`config.mk`:
```
export PLATFORM = sky130hd
export DESIGN_NAME = piso_word_feeder
export DESIGN_NICKNAME = d
export VERILOG_FILES = /design/src/rtl/piso_word_feeder.sv
export SDC_FILE = /design/constraint.sdc
export NUM_CORES = 1
export LEC_CHECK = 0
export CAP_MARGIN = 0
export CORE_ASPECT_RATIO = 1.2
export CORE_MARGIN = 2
export CORE_UTILIZATION = 35
export DETAILED_ROUTE_END_ITERATION = 8
export GPL_TIMING_DRIVEN = 1
export PLACE_DENSITY = 0.56
export SLEW_MARGIN = 5
export SYNTH_ARGS = -nofsm -noshare
export SYNTH_HDL_FRONTEND = slang
export SYNTH_SLANG_ARGS = --single-unit
export TNS_END_PERCENT = 100
```
`constraint.sdc`:
```
create_clock -name clk -period 7.99 [get_ports clk]
set_clock_uncertainty 0.15 [all_clocks]
set_input_delay 0.799 -clock clk [delete_from_list [all_inputs] [get_ports clk]]
set_output_delay 0.799 -clock clk [all_outputs]
set_load 0.1 [all_outputs]
```
`src/rtl/piso_word_feeder.sv`:
```
// ---------------------------------------------------------------------------
// piso_word_feeder
//
// Purpose:
//   Queues DATA_W-bit words from the sample/packing logic in a small circular
//   FIFO and hands them one at a time to a PISO serializer. A word is loaded
//   with a one-cycle tx_valid strobe. The next word is not offered until the
//   PISO reports tx_done, an optional idle gap has elapsed, or the wait for
//   tx_done has timed out. Sticky status flags record dropped writes and
//   abandoned words. A 16-bit counter records the number of words sent.
//
// Parameters:
//   DATA_W   word width, matches the PISO parallel input
//   DEPTH    FIFO depth in words (power of 2, >= 2)
//   GAP      idle cycles after each tx_done before the next load (0 = none)
//   TIMEOUT  cycles allowed in WAIT_DONE before the word is abandoned (>= 18)
//
// Ports:
//   clk          system clock, rising edge
//   rst          synchronous active-high reset
//   wr_en        enqueue wr_data this cycle
//   wr_data      word to enqueue
//   full         FIFO holds DEPTH words
//   empty        FIFO holds no words
//   level        FIFO occupancy
//   tx_data      word presented to the PISO, held until the next load
//   tx_valid     one-cycle load strobe to the PISO
//   tx_done      PISO finished shifting the last bit
//   busy         FSM is not in IDLE
//   overflow     sticky, a write was dropped because the FIFO was full
//   timeout_err  sticky, tx_done did not arrive within TIMEOUT cycles
//   words_sent   words completed with tx_done, wraps at 16 bits
// ---------------------------------------------------------------------------
module piso_word_feeder #(
  parameter int unsigned DATA_W  = 16,
  parameter int unsigned DEPTH   = 4,
  parameter int unsigned GAP     = 1,
  parameter int unsigned TIMEOUT = 32
) (
  input  logic                       clk,
  input  logic                       rst,
  input  logic                       wr_en,
  input  logic [DATA_W-1:0]          wr_data,
  output logic                       full,
  output logic                       empty,
  output logic [$clog2(DEPTH):0]     level,
  output logic [DATA_W-1:0]          tx_data,
  output logic                       tx_valid,
  input  logic                       tx_done,
  output logic                       busy,
  output logic                       overflow,
  output logic                       timeout_err,
  output logic [15:0]                words_sent
);

  // Address width and pointer width. The pointer carries one extra bit so
  // that full and empty can be told apart without a separate counter.
  localparam int unsigned AW = $clog2(DEPTH);
  localparam int unsigned LW = AW + 1;
  localparam logic [LW-1:0] FULL_LEVEL = LW'(DEPTH);

  // The timeout counter must reach TIMEOUT-1. The gap counter must reach
  // GAP-1 and is kept at least one bit wide, so that GAP=0 still elaborates.
  localparam int unsigned TW = $clog2(TIMEOUT);
  localparam int unsigned GW = (GAP > 1) ? $clog2(GAP) : 1;
  localparam logic [TW-1:0] TIMEOUT_LAST = TW'(TIMEOUT - 1);
  localparam logic [GW-1:0] GAP_LAST = GW'((GAP > 0) ? (GAP - 1) : 0);

  localparam logic [1:0] S_IDLE      = 2'd0;
  localparam logic [1:0] S_LOAD      = 2'd1;
  localparam logic [1:0] S_WAIT_DONE = 2'd2;
  localparam logic [1:0] S_GAP       = 2'd3;

  logic [DATA_W-1:0] mem [DEPTH];

  logic [LW-1:0]     wr_ptr_q, wr_ptr_d;
  logic [LW-1:0]     rd_ptr_q, rd_ptr_d;
  logic [1:0]        state_q, state_d;
  logic [DATA_W-1:0] tx_data_q, tx_data_d;
  logic              tx_valid_q, tx_valid_d;
  logic [TW-1:0]     to_cnt_q, to_cnt_d;
  logic [GW-1:0]     gap_cnt_q, gap_cnt_d;
  logic [15:0]       words_q, words_d;
  logic              overflow_q, overflow_d;
  logic              timeout_q, timeout_d;

  logic [LW-1:0]     level_w;
  logic              full_w;
  logic              empty_w;
  logic              pop;
  logic              wr_accept;

  // Occupancy is derived from the registered pointers. The pointers wrap
  // naturally modulo 2*DEPTH, so the difference stays correct across a wrap.
  assign level_w = wr_ptr_q - rd_ptr_q;
  assign full_w  = (level_w == FULL_LEVEL);
  assign empty_w = (level_w == '0);

  // The head is popped only when IDLE launches a new word. A write to a
  // full FIFO is still accepted when that pop frees a slot in the same cycle.
  assign pop       = (state_q == S_IDLE) && !empty_w;
  assign wr_accept = wr_en && (!full_w || pop);

  // Pointer and sticky overflow next-state logic.
  always_comb begin
    wr_ptr_d   = wr_ptr_q + LW'(wr_accept);
    rd_ptr_d   = rd_ptr_q + LW'(pop);
    overflow_d = overflow_q | (wr_en && full_w && !pop);
  end

  // Transmit FSM next-state logic. tx_valid is registered, so it rises in
  // the cycle spent in LOAD and drops as WAIT_DONE begins. In the last
  // counted cycle, tx_done takes priority over the timeout.
  always_comb begin
    state_d    = state_q;
    tx_data_d  = tx_data_q;
    tx_valid_d = 1'b0;
    to_cnt_d   = to_cnt_q;
    gap_cnt_d  = gap_cnt_q;
    words_d    = words_q;
    timeout_d  = timeout_q;
    case (state_q)
      S_IDLE: begin
        if (!empty_w) begin
          tx_data_d  = mem[rd_ptr_q[AW-1:0]];
          tx_valid_d = 1'b1;
          state_d    = S_LOAD;
        end
      end
      S_LOAD: begin
        to_cnt_d = '0;
        state_d  = S_WAIT_DONE;
      end
      S_WAIT_DONE: begin
        if (tx_done) begin
          words_d = words_q + 16'd1;
          if (GAP > 0) begin
            gap_cnt_d = '0;
            state_d   = S_GAP;
          end else begin
            state_d = S_IDLE;
          end
        end else if (to_cnt_q == TIMEOUT_LAST) begin
          timeout_d = 1'b1;
          state_d   = S_IDLE;
        end else begin
          to_cnt_d = to_cnt_q + TW'(1);
        end
      end
      S_GAP: begin
        if (gap_cnt_q == GAP_LAST) begin
          state_d = S_IDLE;
        end else begin
          gap_cnt_d = gap_cnt_q + GW'(1);
        end
      end
      default: begin
        state_d = S_IDLE;
      end
    endcase
  end

  // FIFO storage has no reset. Reset clears the pointers, which discards
  // the stored words without having to clear the array.
  always_ff @(posedge clk) begin
    if (!rst && wr_accept) begin
      mem[wr_ptr_q[AW-1:0]] <= wr_data;
    end
  end

  // State, pointers, counters and flags. Reset abandons any word in flight
  // and does not count it.
  always_ff @(posedge clk) begin
    if (rst) begin
      wr_ptr_q   <= '0;
      rd_ptr_q   <= '0;
      state_q    <= S_IDLE;
      tx_data_q  <= '0;
      tx_valid_q <= 1'b0;
      to_cnt_q   <= '0;
      gap_cnt_q  <= '0;
      words_q    <= '0;
      overflow_q <= 1'b0;
      timeout_q  <= 1'b0;
    end else begin
      wr_ptr_q   <= wr_ptr_d;
      rd_ptr_q   <= rd_ptr_d;
      state_q    <= state_d;
      tx_data_q  <= tx_data_d;
      tx_valid_q <= tx_valid_d;
      to_cnt_q   <= to_cnt_d;
      gap_cnt_q  <= gap_cnt_d;
      words_q    <= words_d;
      overflow_q <= overflow_d;
      timeout_q  <= timeout_d;
    end
  end

  assign full        = full_w;
  assign empty       = empty_w;
  assign level       = level_w;
  assign tx_data     = tx_data_q;
  assign tx_valid    = tx_valid_q;
  assign busy        = (state_q != S_IDLE);
  assign overflow    = overflow_q;
  assign timeout_err = timeout_q;
  assign words_sent  = words_q;

endmodule

```
---- After elaboration in Yosys (flattened, before gate mapping) ----
Memories as Yosys holds them, arrays and structs flattened. A register that Yosys moved wholly into a read port is not among the register bits.
Cells that the tools add are included.
storage, ports and cells
  output and inout port bits .............. 41
  bits in registers ....................... 33
  word-level logic and storage cells ...... 67
  memories ................................ 1
  input bits .............................. 20
  RAM bits ................................ 64
memory list
  memory  depth  bits a word  rd ports  clocked after Yosys merged registers in  wr ports  RTL line  text
  mem     4      16           1         1                                        1         74        logic [DATA_W-1:0] mem [DEPTH];
cells by class
  reductions and logical operators ........ 22
  equal/unequal tests ..................... 11
  bitwise logic cells ..................... 4
  add/sub/neg operators ................... 6
  mux-type cells .......................... 14
operators with widths
  operator                 count
  $add A16 B1 Y16 const B  1
  $mux W5                  2
  $ne A2 B2 Y1 const B     5
  $pmux W5 S2              1
  $reduce_and A3 Y1        3
  $mux W2                  4
  $pmux W2 S4              1
  $add A3 B1 Y3            2
  $reduce_and A2 Y1        3
  $reduce_bool A2 Y1       3
  $add A5 B1 Y5 const B    1
  $eq A5 B5 Y1 const B     1
  $logic_and A1 B1 Y1      5
  $mux W1                  5
  $eq A2 B2 Y1 const B     2
  $logic_not A1 Y1         4
  $eq A3 B3 Y1 const B     1
  $logic_not A3 Y1         1
  $ne A3 B3 Y1 const B     1
  $not A1 Y1               3
  $sub A3 B3 Y3            1
  $eq A2 B1 Y1 const B     1
  $logic_not A2 Y1         1
  $pmux W1 S2              1
  other kinds (4)          4

---- Logic depth before layout (Yosys ltp) ----
  depth in word-level cells ............... 9
  depth in mapped cells ................... 12
  gate-level depth less buffers ........... 11

---- Worst setup path after synthesis ----
Ideal clock, no wire load.
  kind .................................... register -> register
  from .................................... reg wr_ptr_q[0]
  to ...................................... mem mem[0][0] (enable)
  library setup time ...................... 0.430 ns
  arrival time ............................ 3.677 ns
  buffers on the path ..................... 0
  clock period less this slack ............ 4.258 ns
  data required time ...................... 7.410 ns
  stages on the path, launching flop included .. 8
  setup slack ............................. 3.732 ns
  path through ............................ dfxtp_1 > inv_1 > ha_1 > fa_1 > xor3_2 > nor3b_2 > nand2b_1 > nor4_1
between the ends
  cells in the longest elaborated chain, start to end .. 9
  elaborated cells between the ends (all ways) .. 11
  those cells by class .................... add/sub (1); eq/ne (1); mux (2); reduce/logical (7)
ends and longest elaborated chain
  element                          RTL line  text
  start: declaration               76        logic [LW-1:0] wr_ptr_q, wr_ptr_d;
  start signal: assignment         186       wr_ptr_q <= wr_ptr_d;
  $sub A3 B3 Y3 *                  95        assign level_w = wr_ptr_q - rd_ptr_q;
  via level[2]                     46        output logic [$clog2(DEPTH):0] level,
  $logic_not A3 Y1                 97        assign empty_w = (level_w == '0);
  $logic_not A1 Y1                 --
  $logic_and A1 B1 Y1              101       assign pop = (state_q == S_IDLE) && !empty_w;
  $logic_or A1 B1 Y1 *             102       assign wr_accept = wr_en && (!full_w || pop);
  $logic_and A1 B1 Y1 *            102
  $logic_and A1 B1 Y1 *            166       if (!rst && wr_accept) begin
  $mux W1 *                        166
  $mux W1 (not written as such) *  167       mem[wr_ptr_q[AW-1:0]] <= wr_data;
  end: declaration                 74
The timed path passes the listed nets; every way through them passes the cells marked *.

---- Worst setup path after layout ----
  from .................................... reg rd_ptr_q[1]
  to ...................................... out empty
between the ends
  cells in the longest elaborated chain, start to end .. 2
ends and longest elaborated chain
  element                   RTL line  text
  start: declaration        77        logic [LW-1:0] rd_ptr_q, rd_ptr_d;
  start signal: assignment  187       rd_ptr_q <= rd_ptr_d;
  $sub A3 B3 Y3             95
  $logic_not A3 Y1          97
  end: declaration          45        output logic empty,
No other way between the ends.

==> flow_metrics.tcl <==
set metrics [dict create \
    outcome "completed" \
    drt_pass1_iterations 4 \
    ys_ff_latch 112 \
    num_io_pins 61 \
    ir_worst_vdd_mv 0.493 \
    ys_async_sr_fraction_pct 0 \
    sequentialPowerShare_pct 35.1 \
    grt_use_total_pct 12.9 \
    endpoint_kind "output pin" \
    portBuffers 60 \
    max_freq_ghz 0.229 \
    cp_cell_sequence "fa_1, xor3_2, nor2_1, clkdlybuf4s50_1" \
    place_ws_ps 3940 \
    p_total_mw 2.02 \
    grt_max_degree 56 \
    numCtsBuffers 9 \
    grt_pass1_wl_um 13300 \
    switching_power_mw 0.788 \
    cts_hold_buf 0 \
    multiInputGateArea_um2 1440 \
    ant_nets 0 \
    cts_tree "built" \
    synth_top_flop_cell "edfxtp_1" \
    netSwitchingFraction_pct 39.0 \
    initial_core_util_pct 35.4 \
    worstRegToRegCells 6 \
    core_area_um2 12500 \
    routed_wl_um 8090 \
    finalSetupTns_ps 0 \
    syn_nets 341 \
    synth_enable_flop_cells 64 \
    maxCapViolCount 0 \
    drtIter0Drc 130 \
    slowest_stage "clkdlybuf4s50_1" \
    p_per_area_nw_per_um2 363 \
    critPathMaxFanout 18 \
    wl_per_cell_um 14.8 \
    p_int_mw 1.23 \
    grt_pass1_vias 2536 \
    num_vias 2565 \
    grtUsageMet1_pct 17.3 \
    grtUsageMet2_pct 20.5 \
    worstPathArrival_ps 3410 \
    clk_latency_ps 340 \
    n_antenna_cell 0 \
    grt_busiest_layer "met2" \
    slowest_delay_ps 1140 \
    critical_path_class "reg2out" \
    nNetsFinal 406 \
    clock-sinks 112 \
    clkPwrFrac_pct 25.1 \
    grt_use_met3_pct 3.16 \
    finalMaxSlewViolations 0 \
    seq_area_frac_synth_pct 65.2 \
    cts_resized 0 \
    cts-root-buf "clkbuf_16" \
    hold_violations 0 \
    dp_hpwl_um 5260 \
    num_rows 45 \
    antenna_found_initial 0 \
    synth.top_cell.area_share_pct 43.4 \
    post-route-min-period_ps 4360 \
    route.detailed.drc 0 \
    max_slew.worst_pin.slew_ps 987 \
    cts.path.max_buffers 2 \
    syn-instance-count 312 \
    syn_area_per_cell_um2 14.2 \
    hold_class "reg2reg" \
    gp_congestion 0.746 \
    post_cts_buffers 0 \
    regArea_um2 2880 \
    syn_to_final_growth_pct 25.8 \
    yosys-top-cells-area "edfxtp_1, dfxtp_1, mux4_2, mux2i_1, nor2_1" \
    die_w_um 107 \
    fillers 1170 \
    synth_common_cells "edfxtp_1, dfxtp_1, nor2_1" \
    clk_pin_slew_worst_paths_ps 70 \
    ys_warn_count 0 \
    yosys.area.top_type "edfxtp_1" \
    final.setup.worst_slack_ps 3630 \
    rsz0062_at_grt "false" \
    die_h_um 127 \
    whs_path_depth 2 \
    yosys.cell_types.count 41 \
    required_ps 7040 \
    p_leak_nw 1.93 \
    vias_per_cell 4.70 \
    netlist_area_um2 4420 \
    start_kind "flip-flop" \
    combPwrFrac_pct 39.8 \
    cts_htree_levels 3 \
    max_slew_margin_pct 34.0 \
    overflow 0 \
    final-setup-viol-count 0 \
    yosysMostFrequentCell "edfxtp_1" \
    fin_crit_sh_pct 54.5 \
    drive_above_1_share_pct 13.4 \
    dieArea_um2 13600 \
]
-- worst max-delay path, delay by kind of cell (launching register included) --
kind | cells | cell delay (ps)
adders and majority gates | 1 | 340
buffers and inverters | 1 | 1140
and+or+nand+nor | 1 | 130
DFF | 1 | 960
xor gates and xnor gates | 1 | 500
-- metrics by stage --
stage	hold WS, ps	util (%)	area (um^2)	std cells
after CTS	323	44.5	5560	546
final	317	44.5	5560	546
after detailed placement	305	41.8	5220	530
after global placement	302	41.8	5220	530
after global routing	362	44.5	5560	546
after floorplan	302	-	4420	312
-- routing by layer --
| layer | share of wire (%) | vias up |
|---|---|---|
| li1 | - | 1268 |
| met1 | 46 | 1243 |
| met2 | 49 | 47 |
| met3 | 3.5 | 7 |
| met4 | 1.3 | 0 |
| met5 | 0 | - |
-- registers in the layout, summed over array words and instances, names as in the netlist, 2 cells and up --
name and count:
mem 64, words_sent 16, to_cnt_q 5, wr_ptr_q 3
state_q 2, tx_data 16, rd_ptr_q 3
-- path summary, 6_finish.rpt --
path | slack [ps] | start | to
setup / recovery | 3630 | rd_ptr_q[1] | empty
hold / removal | 320 | overflow | overflow
setup reg to reg | 4790 | rd_ptr_q[1] | mem[2][13]
hold reg to reg | 320 | overflow | overflow
-- final cells by class --
class	instances	area share, %
Clock buffer	10	4.12
Clock inverter	6	2.07
Inverter	12	0.810
Multi-Input combinational cell	175	25.9
Sequential cell	112	51.8
Tap cell	164	3.69
Timing Repair Buffer	67	11.6
-- logic make-up after synthesis --
group,after synthesis,share of synthesized area (%)
AO/OA/AOI/OAI,16,2.26
XOR/XNOR,15,3.34
adder cells (fa/ha/maj),9,2.72
buffers and inverters,25,2.83
flip-flops,112,65.2
multiplexers,34,12.3
AND/OR/NAND/NOR,101,11.4
-- placed cells by master (no fill, tap or decap), types with 8 or more instances in the layout --
cell type and instances:
mux4_2 16, dfxtp_1 48, nand3_1 10, xnor2_1 10, ha_1 8, mux2i_1 16, edfxtp_1 64, nand2_1 12
nor2_1 42, clkdlybuf4s50_1 59, clkbuf_16 9, inv_1 9, a21oi_1 9
-- power groups by stage --
stage          clock (mW)  sequential, mW  combinational, mW
2_1_floorplan           0           0.883              0.499
3_3_place_gp            0           0.721              0.810
3_5_place_dp            0           0.723              0.817
4_1_cts             0.523           0.710              0.819
5_1_grt             0.544           0.717              0.858
6_report            0.508           0.708              0.804
Note: power is estimated with default switching activity, not from simulation.
